===== src/rtl/dmem_port_arbiter.sv =====
`default_nettype none
// ============================================================================
// Module      : dmem_port_arbiter
// Description : Shares the core's single data-memory port between the
//               pipeline load/store path (absolute priority, no stall) and a
//               secondary bus master whose requests wait in a 2-entry FIFO.
//               Read data is returned to both sides; sec_rvalid marks the
//               cycles that carry a secondary read result.
// Revision    : 1.0 - initial release
// ============================================================================
module dmem_port_arbiter #(
  parameter int STARVE_LIMIT = 64
) (
  input  logic        clk,
  input  logic        rst_n,

  // Pipeline side
  input  logic [31:0] cpu_addr,
  input  logic [31:0] cpu_wdata,
  input  logic        cpu_memwrite,
  input  logic        cpu_memread,
  input  logic [3:0]  cpu_sign_mask,
  output logic [31:0] cpu_rdata,

  // Secondary master side
  input  logic        sec_valid,
  output logic        sec_ready,
  input  logic        sec_we,
  input  logic [31:0] sec_addr,
  input  logic [31:0] sec_wdata,
  input  logic [3:0]  sec_sign_mask,
  output logic        sec_rvalid,
  output logic [31:0] sec_rdata,

  // Data memory side
  output logic [31:0] mem_addr,
  output logic [31:0] mem_wdata,
  output logic        mem_memwrite,
  output logic        mem_memread,
  output logic [3:0]  mem_sign_mask,
  input  logic [31:0] mem_rdata,

  output logic        starve
);

  localparam logic [1:0] c_FIFO_FULL  = 2'd2;
  localparam logic [7:0] c_STARVE_MAX = 8'(STARVE_LIMIT);

  // FIFO storage: one slot per pointer value
  logic        r_fifo_we   [2];
  logic [31:0] r_fifo_addr [2];
  logic [31:0] r_fifo_wdata[2];
  logic [3:0]  r_fifo_mask [2];

  // FIFO control and response/starvation state
  logic [1:0]  r_count;
  logic        r_rd_ptr;
  logic        r_wr_ptr;
  logic        r_rd_owner_sec;
  logic [7:0]  r_starve_cnt;

  // Combinational decode
  logic        w_cpu_busy;
  logic        w_fifo_empty;
  logic        w_push;
  logic        w_issue;
  logic        w_head_we;
  logic [31:0] w_head_addr;
  logic [31:0] w_head_wdata;
  logic [3:0]  w_head_mask;

  assign w_cpu_busy   = cpu_memread | cpu_memwrite;
  assign w_fifo_empty = (r_count == 2'd0);

  // Ready depends only on registered count; a full FIFO never bypasses,
  // even if the head pops in the same cycle.
  assign sec_ready    = (r_count != c_FIFO_FULL);
  assign w_push       = sec_valid & sec_ready;

  // The secondary only gets the port in cycles the pipeline leaves idle.
  assign w_issue      = ~w_cpu_busy & ~w_fifo_empty;

  assign w_head_we    = r_fifo_we[r_rd_ptr];
  assign w_head_addr  = r_fifo_addr[r_rd_ptr];
  assign w_head_wdata = r_fifo_wdata[r_rd_ptr];
  assign w_head_mask  = r_fifo_mask[r_rd_ptr];

  // Read data is broadcast; each side ignores data it did not request.
  assign cpu_rdata    = mem_rdata;
  assign sec_rdata    = mem_rdata;
  assign sec_rvalid   = r_rd_owner_sec;

  assign starve       = (r_starve_cnt == c_STARVE_MAX);

  // Port mux: pipeline passthrough, else FIFO head, else all zero
  always_comb begin
    mem_addr      = 32'h0;
    mem_wdata     = 32'h0;
    mem_memwrite  = 1'b0;
    mem_memread   = 1'b0;
    mem_sign_mask = 4'h0;
    if (w_cpu_busy) begin
      mem_addr      = cpu_addr;
      mem_wdata     = cpu_wdata;
      mem_memwrite  = cpu_memwrite;
      mem_memread   = cpu_memread;
      mem_sign_mask = cpu_sign_mask;
    end else if (w_issue) begin
      mem_addr      = w_head_addr;
      mem_wdata     = w_head_wdata;
      mem_memwrite  = w_head_we;
      mem_memread   = ~w_head_we;
      mem_sign_mask = w_head_mask;
    end
  end

  // FIFO payload write; contents need no reset because count gates them
  always_ff @(posedge clk) begin
    if (w_push) begin
      r_fifo_we[r_wr_ptr]    <= sec_we;
      r_fifo_addr[r_wr_ptr]  <= sec_addr;
      r_fifo_wdata[r_wr_ptr] <= sec_wdata;
      r_fifo_mask[r_wr_ptr]  <= sec_sign_mask;
    end
  end

  // FIFO pointers and occupancy; simultaneous push/pop keeps count
  always_ff @(posedge clk or negedge rst_n) begin
    if (!rst_n) begin
      r_count  <= 2'd0;
      r_rd_ptr <= 1'b0;
      r_wr_ptr <= 1'b0;
    end else begin
      if (w_push) begin
        r_wr_ptr <= ~r_wr_ptr;
      end
      if (w_issue) begin
        r_rd_ptr <= ~r_rd_ptr;
      end
      if (w_push && !w_issue) begin
        r_count <= r_count + 2'd1;
      end else if (!w_push && w_issue) begin
        r_count <= r_count - 2'd1;
      end
    end
  end

  // Remember that the read presented this cycle belongs to the secondary
  always_ff @(posedge clk or negedge rst_n) begin
    if (!rst_n) begin
      r_rd_owner_sec <= 1'b0;
    end else begin
      r_rd_owner_sec <= w_issue & ~w_head_we;
    end
  end

  // Count consecutive cycles a queued request is held off by the pipeline
  always_ff @(posedge clk or negedge rst_n) begin
    if (!rst_n) begin
      r_starve_cnt <= 8'd0;
    end else if (w_issue || w_fifo_empty) begin
      r_starve_cnt <= 8'd0;
    end else if (w_cpu_busy && (r_starve_cnt != c_STARVE_MAX)) begin
      r_starve_cnt <= r_starve_cnt + 8'd1;
    end
  end

endmodule
`default_nettype wire


===== config.mk =====
export PLATFORM = sky130hd
export DESIGN_NAME = dmem_port_arbiter
export DESIGN_NICKNAME = d
export VERILOG_FILES = /design/src/rtl/dmem_port_arbiter.sv
export SDC_FILE = /design/constraint.sdc
export NUM_CORES = 1
export LEC_CHECK = 0
export BUFFER_PORTS_ARGS = -buffer_cell sky130_fd_sc_hd__buf_2
export CELL_PAD_IN_SITES_DETAIL_PLACEMENT = 1
export CELL_PAD_IN_SITES_GLOBAL_PLACEMENT = 2
export CORE_AREA = 2 2 152 154
export CTS_BUF_LIST = sky130_fd_sc_hd__clkbuf_16
export CTS_CLUSTER_DIAMETER = 100
export DETAILED_ROUTE_END_ITERATION = 6
export DIE_AREA = 0 0 154 156
export GPL_TIMING_DRIVEN = 0
export PLACE_DENSITY = 0.94
export SETUP_SLACK_MARGIN = 0.02
export SLEW_MARGIN = 10
export SYNTH_ARGS = -nofsm -noshare
export SYNTH_HDL_FRONTEND = slang
export SYNTH_SLANG_ARGS = --single-unit

===== constraint.sdc =====
create_clock -name clk -period 9.2 [get_ports clk]
set_clock_uncertainty 0.15 [all_clocks]
set_input_delay 1.84 -clock clk [delete_from_list [all_inputs] [get_ports clk]]
set_output_delay 1.84 -clock clk [all_outputs]
set_load 0.005 [all_outputs]

==> flow_metrics.py <==
metrics = {
    "yosys": {
        "synth_top_area_cell": "edfxtp_1",
        "synth-seq-area-share": 0.635,
        "synthMostInstantiatedCell": "edfxtp_1",
        "syn_area_um2": 7040,
        "muxShareOfSynthArea": 0.0983,
        "yosys.area.top_type_share": 0.589,
        "synth_fa_ha_area_frac": 0.00534,
        "synth.distinct_cells": 34,
        "synth_edf_count": 138,
        "ys.flop_type": "edfxtp_1",
        "ys_ff_latch": 151,
        "ys_async_sr_fraction": 0.0861,
        "synth_nets": 678,
        "synth_compound_area_frac": 0.0943,
        "ys_top_cells_by_area": "edfxtp_1 59%, mux2i_1 9.7%, o21ai_2 8.5%",
        "yosysWarnings": 0,
        "synth_top_family_by_area": "multiplexers",
        "syn-instance-count": 501,
        "synth_area_per_cell_um2": 14.0,
        "synth-simple-area-share": 0.0622,
        "ys_top_cells_by_count": "138 x edfxtp_1, 70 x nand2_1, 68 x mux2i_1, 68 x o21ai_2, 65 x buf_4",
        "synth_xor_xnor_area_share": 0.00978,
    },
    "critical_path": {
        "crit_fanout": 10,
        "cp.arrival_ps": 3180,
        "start_kind": "input port",
        "worstPathRequired_ps": 7210,
        "critPathCaptureType": "output pin",
        "criticalPathCategory": "in -> out",
    },
    "sta": {
        "setup_violations": 0,
        "rsz0062_at_grt": "false",
        "hold_viol": 0,
        "tightest_slew_ps": 628,
        "slew_viol_final": 0,
        "slew_headroom": 0.579,
        "fmax_ghz": 0.193,
        "finalSetupTns_ps": 0,
        "final.period_utilization": 0.562,
        "fin_crit_ps": 5170,
    },
    "cts": {
        "cts_setup_buffers": 0,
        "clock_latency_ps": 410,
        "cts-buffers-inserted": 17,
        "cts-root-buf": "clkbuf_16",
        "clock-sinks": 151,
        "cts_resized": 0,
        "clk_pin_slew_ps": 70,
        "hold_buffers": 0,
        "cts_max_level": 4,
        "cts_tree": "yes",
        "cts_max_path_buffers": 2,
    },
    "placed_design": {
        "dp_hpwl_um": 15700,
        "gp_congestion": 0.763,
        "io_buffers": 278,
        "place_area_um2": 8860,
        "place_inst": 1067,
    },
    "detailed_routing": {
        "routedLengthMet1_um": 7540,
        "via_count": 4945,
        "avgRoutedWirePerCell_um": 18.3,
        "viasPerCell": 4.48,
        "wl_met2_um": 10700,
        "wl_met3_um": 1310,
        "drt_iter0_drc": 179,
        "drt.antenna.violating_nets": 0,
        "routed_wl_um": 20200,
        "top_layer": "met5",
        "detail_route.first_pass.iterations": 4,
        "drc": 0,
    },
    "cells_and_area": {
        "fin_cells": 1103,
        "fillers": 2469,
        "final_core_util": 0.423,
        "area_growth_pct": 34.5,
        "finalInstanceArea_um2": 9470,
        "drive_above_1_share": 0.577,
        "fin_nets": 978,
    },
    "grt": {
        "grt_overflow_total": 0,
        "grt_pass1_wl_um": 29400,
        "antenna_found_initial": 5,
        "grt_max_degree": 38,
        "grtUsageTotal": 0.164,
        "grt_pass1_vias": 5170,
    },
    "worst_hold_path": {
        "hp-class": "reg -> reg",
    },
    "die": {
        "num_rows": 55,
        "start_util": 0.315,
        "die_w_um": 154,
        "core-area_um2": 22400,
        "pin_count": 311,
        "die_y_um": 156,
        "dieArea_um2": 24000,
    },
    "run": {
        "maxCapViolations": 0,
    },
    "power": {
        "total_power_mw": 2.38,
        "power_leakage_nw": 4.23,
        "ir_worst_vdd_uv": 122,
        "power_density_nw_per_um2": 251,
    },
    "status": {
        "status": "complete, no violations",
    },
}
==> kinds of logic (layout without fill, tap and decap cells) <==
family	count (synthesis)	after routing
AO/OA/AOI/OAI	81	81
XOR/XNOR	7	7
adder cells (fa/ha/maj)	3	3
buffers and inverters	92	405
flip-flops	151	151
multiplexers	69	69
other	0	4
AND/OR/NAND/NOR	98	98
==> through the flow <==
stage | setup WS (ps) | hold WS [ps]
after floorplan | 3740 | 311
after CTS | 3970 | 410
after global routing | 3900 | 437
after detailed placement | 3980 | 395
after global placement | 1690 | 325
final | 4030 | 405
==> worst paths after layout <==
path,start,end,slack [ps],depth (start not counted)
hold / removal,r_wr_ptr$_DFFE_PN0N_,r_wr_ptr$_DFFE_PN0N_,400,1
setup / recovery,cpu_memwrite,mem_wdata[12],4030,8
hold reg to reg,r_wr_ptr$_DFFE_PN0N_,r_wr_ptr$_DFFE_PN0N_,400,1
setup reg to reg,r_count[0]$_DFFE_PN0P_,r_fifo_addr[0][24]$_DFFE_PP_,7150,4
min in group asynchronous,rst_n,sec_rvalid$_DFF_PN0_,1150,1
max in group asynchronous,rst_n,r_starve_cnt[2]$_DFFE_PN0P_,7500,1
==> placed cells by master (no fill, tap or decap), types with 2 or more instances in the layout <==
master	instances
buf_2	287
edfxtp_1	138
nand2_1	70
mux2i_1	68
o21ai_2	68
buf_4	65
clkbuf_16	17
dfrtp_1	13
buf_6	8
a21oi_1	6
inv_8	6
o21ai_0	5
inv_6	5
diode_2	4
inv_1	4
buf_1	4
nor3_1	4
or3_1	4
nor2_1	4
nand3_1	4
xor2_1	3
xnor2_1	3
ha_1	3
buf_12	3
nand2b_1	2
or2_1	2
==> layout make-up <==
class                           instances  area, µm²  share of cell area
Sequential cell                       151       4470               0.472
Multi-Input combinational cell        258       1910               0.202
Timing Repair Buffer                  281       1450               0.153
Buffer                                 87        646              0.0682
Clock buffer                           17        425              0.0449
Tap cell                              285        357              0.0377
Clock inverter                         15        174              0.0184
Inverter                                5       21.3             0.00225
Antenna cell                            4       10.0             0.00106
==> critical path, cell delays in order <==
cell     delay (ps)
buf_2            90
or2_1            90
buf_4           230
buf_2           310
buf_2           300
nand2_1         100
o21ai_2          70
buf_2           140
==> metal layers <==
metal	vias up	GRT usage
li1	2370	-
met1	2321	0.175
met2	223	0.302
met3	29	0.0442
met4	2	0.0734
met5	-	0
==> sequential cells by signal, indices dropped and copies added (netlist names) <==
signal / count
r_count: 2
r_fifo_addr: 64
r_fifo_mask: 8
r_fifo_wdata: 64
r_fifo_we: 2
r_rd_ptr: 1
r_starve_cnt: 8
r_wr_ptr: 1
sec_rvalid: 1
==> power breakdown <==
part,total (mW),switching [mW],internal [mW]
Clock,0.708,0.318,0.391
Combinational,0.688,0.401,0.287
Sequential,0.981,0.0512,0.930
Total,2.38,0.770,1.61
Note: power is estimated with default switching activity, not from simulation.
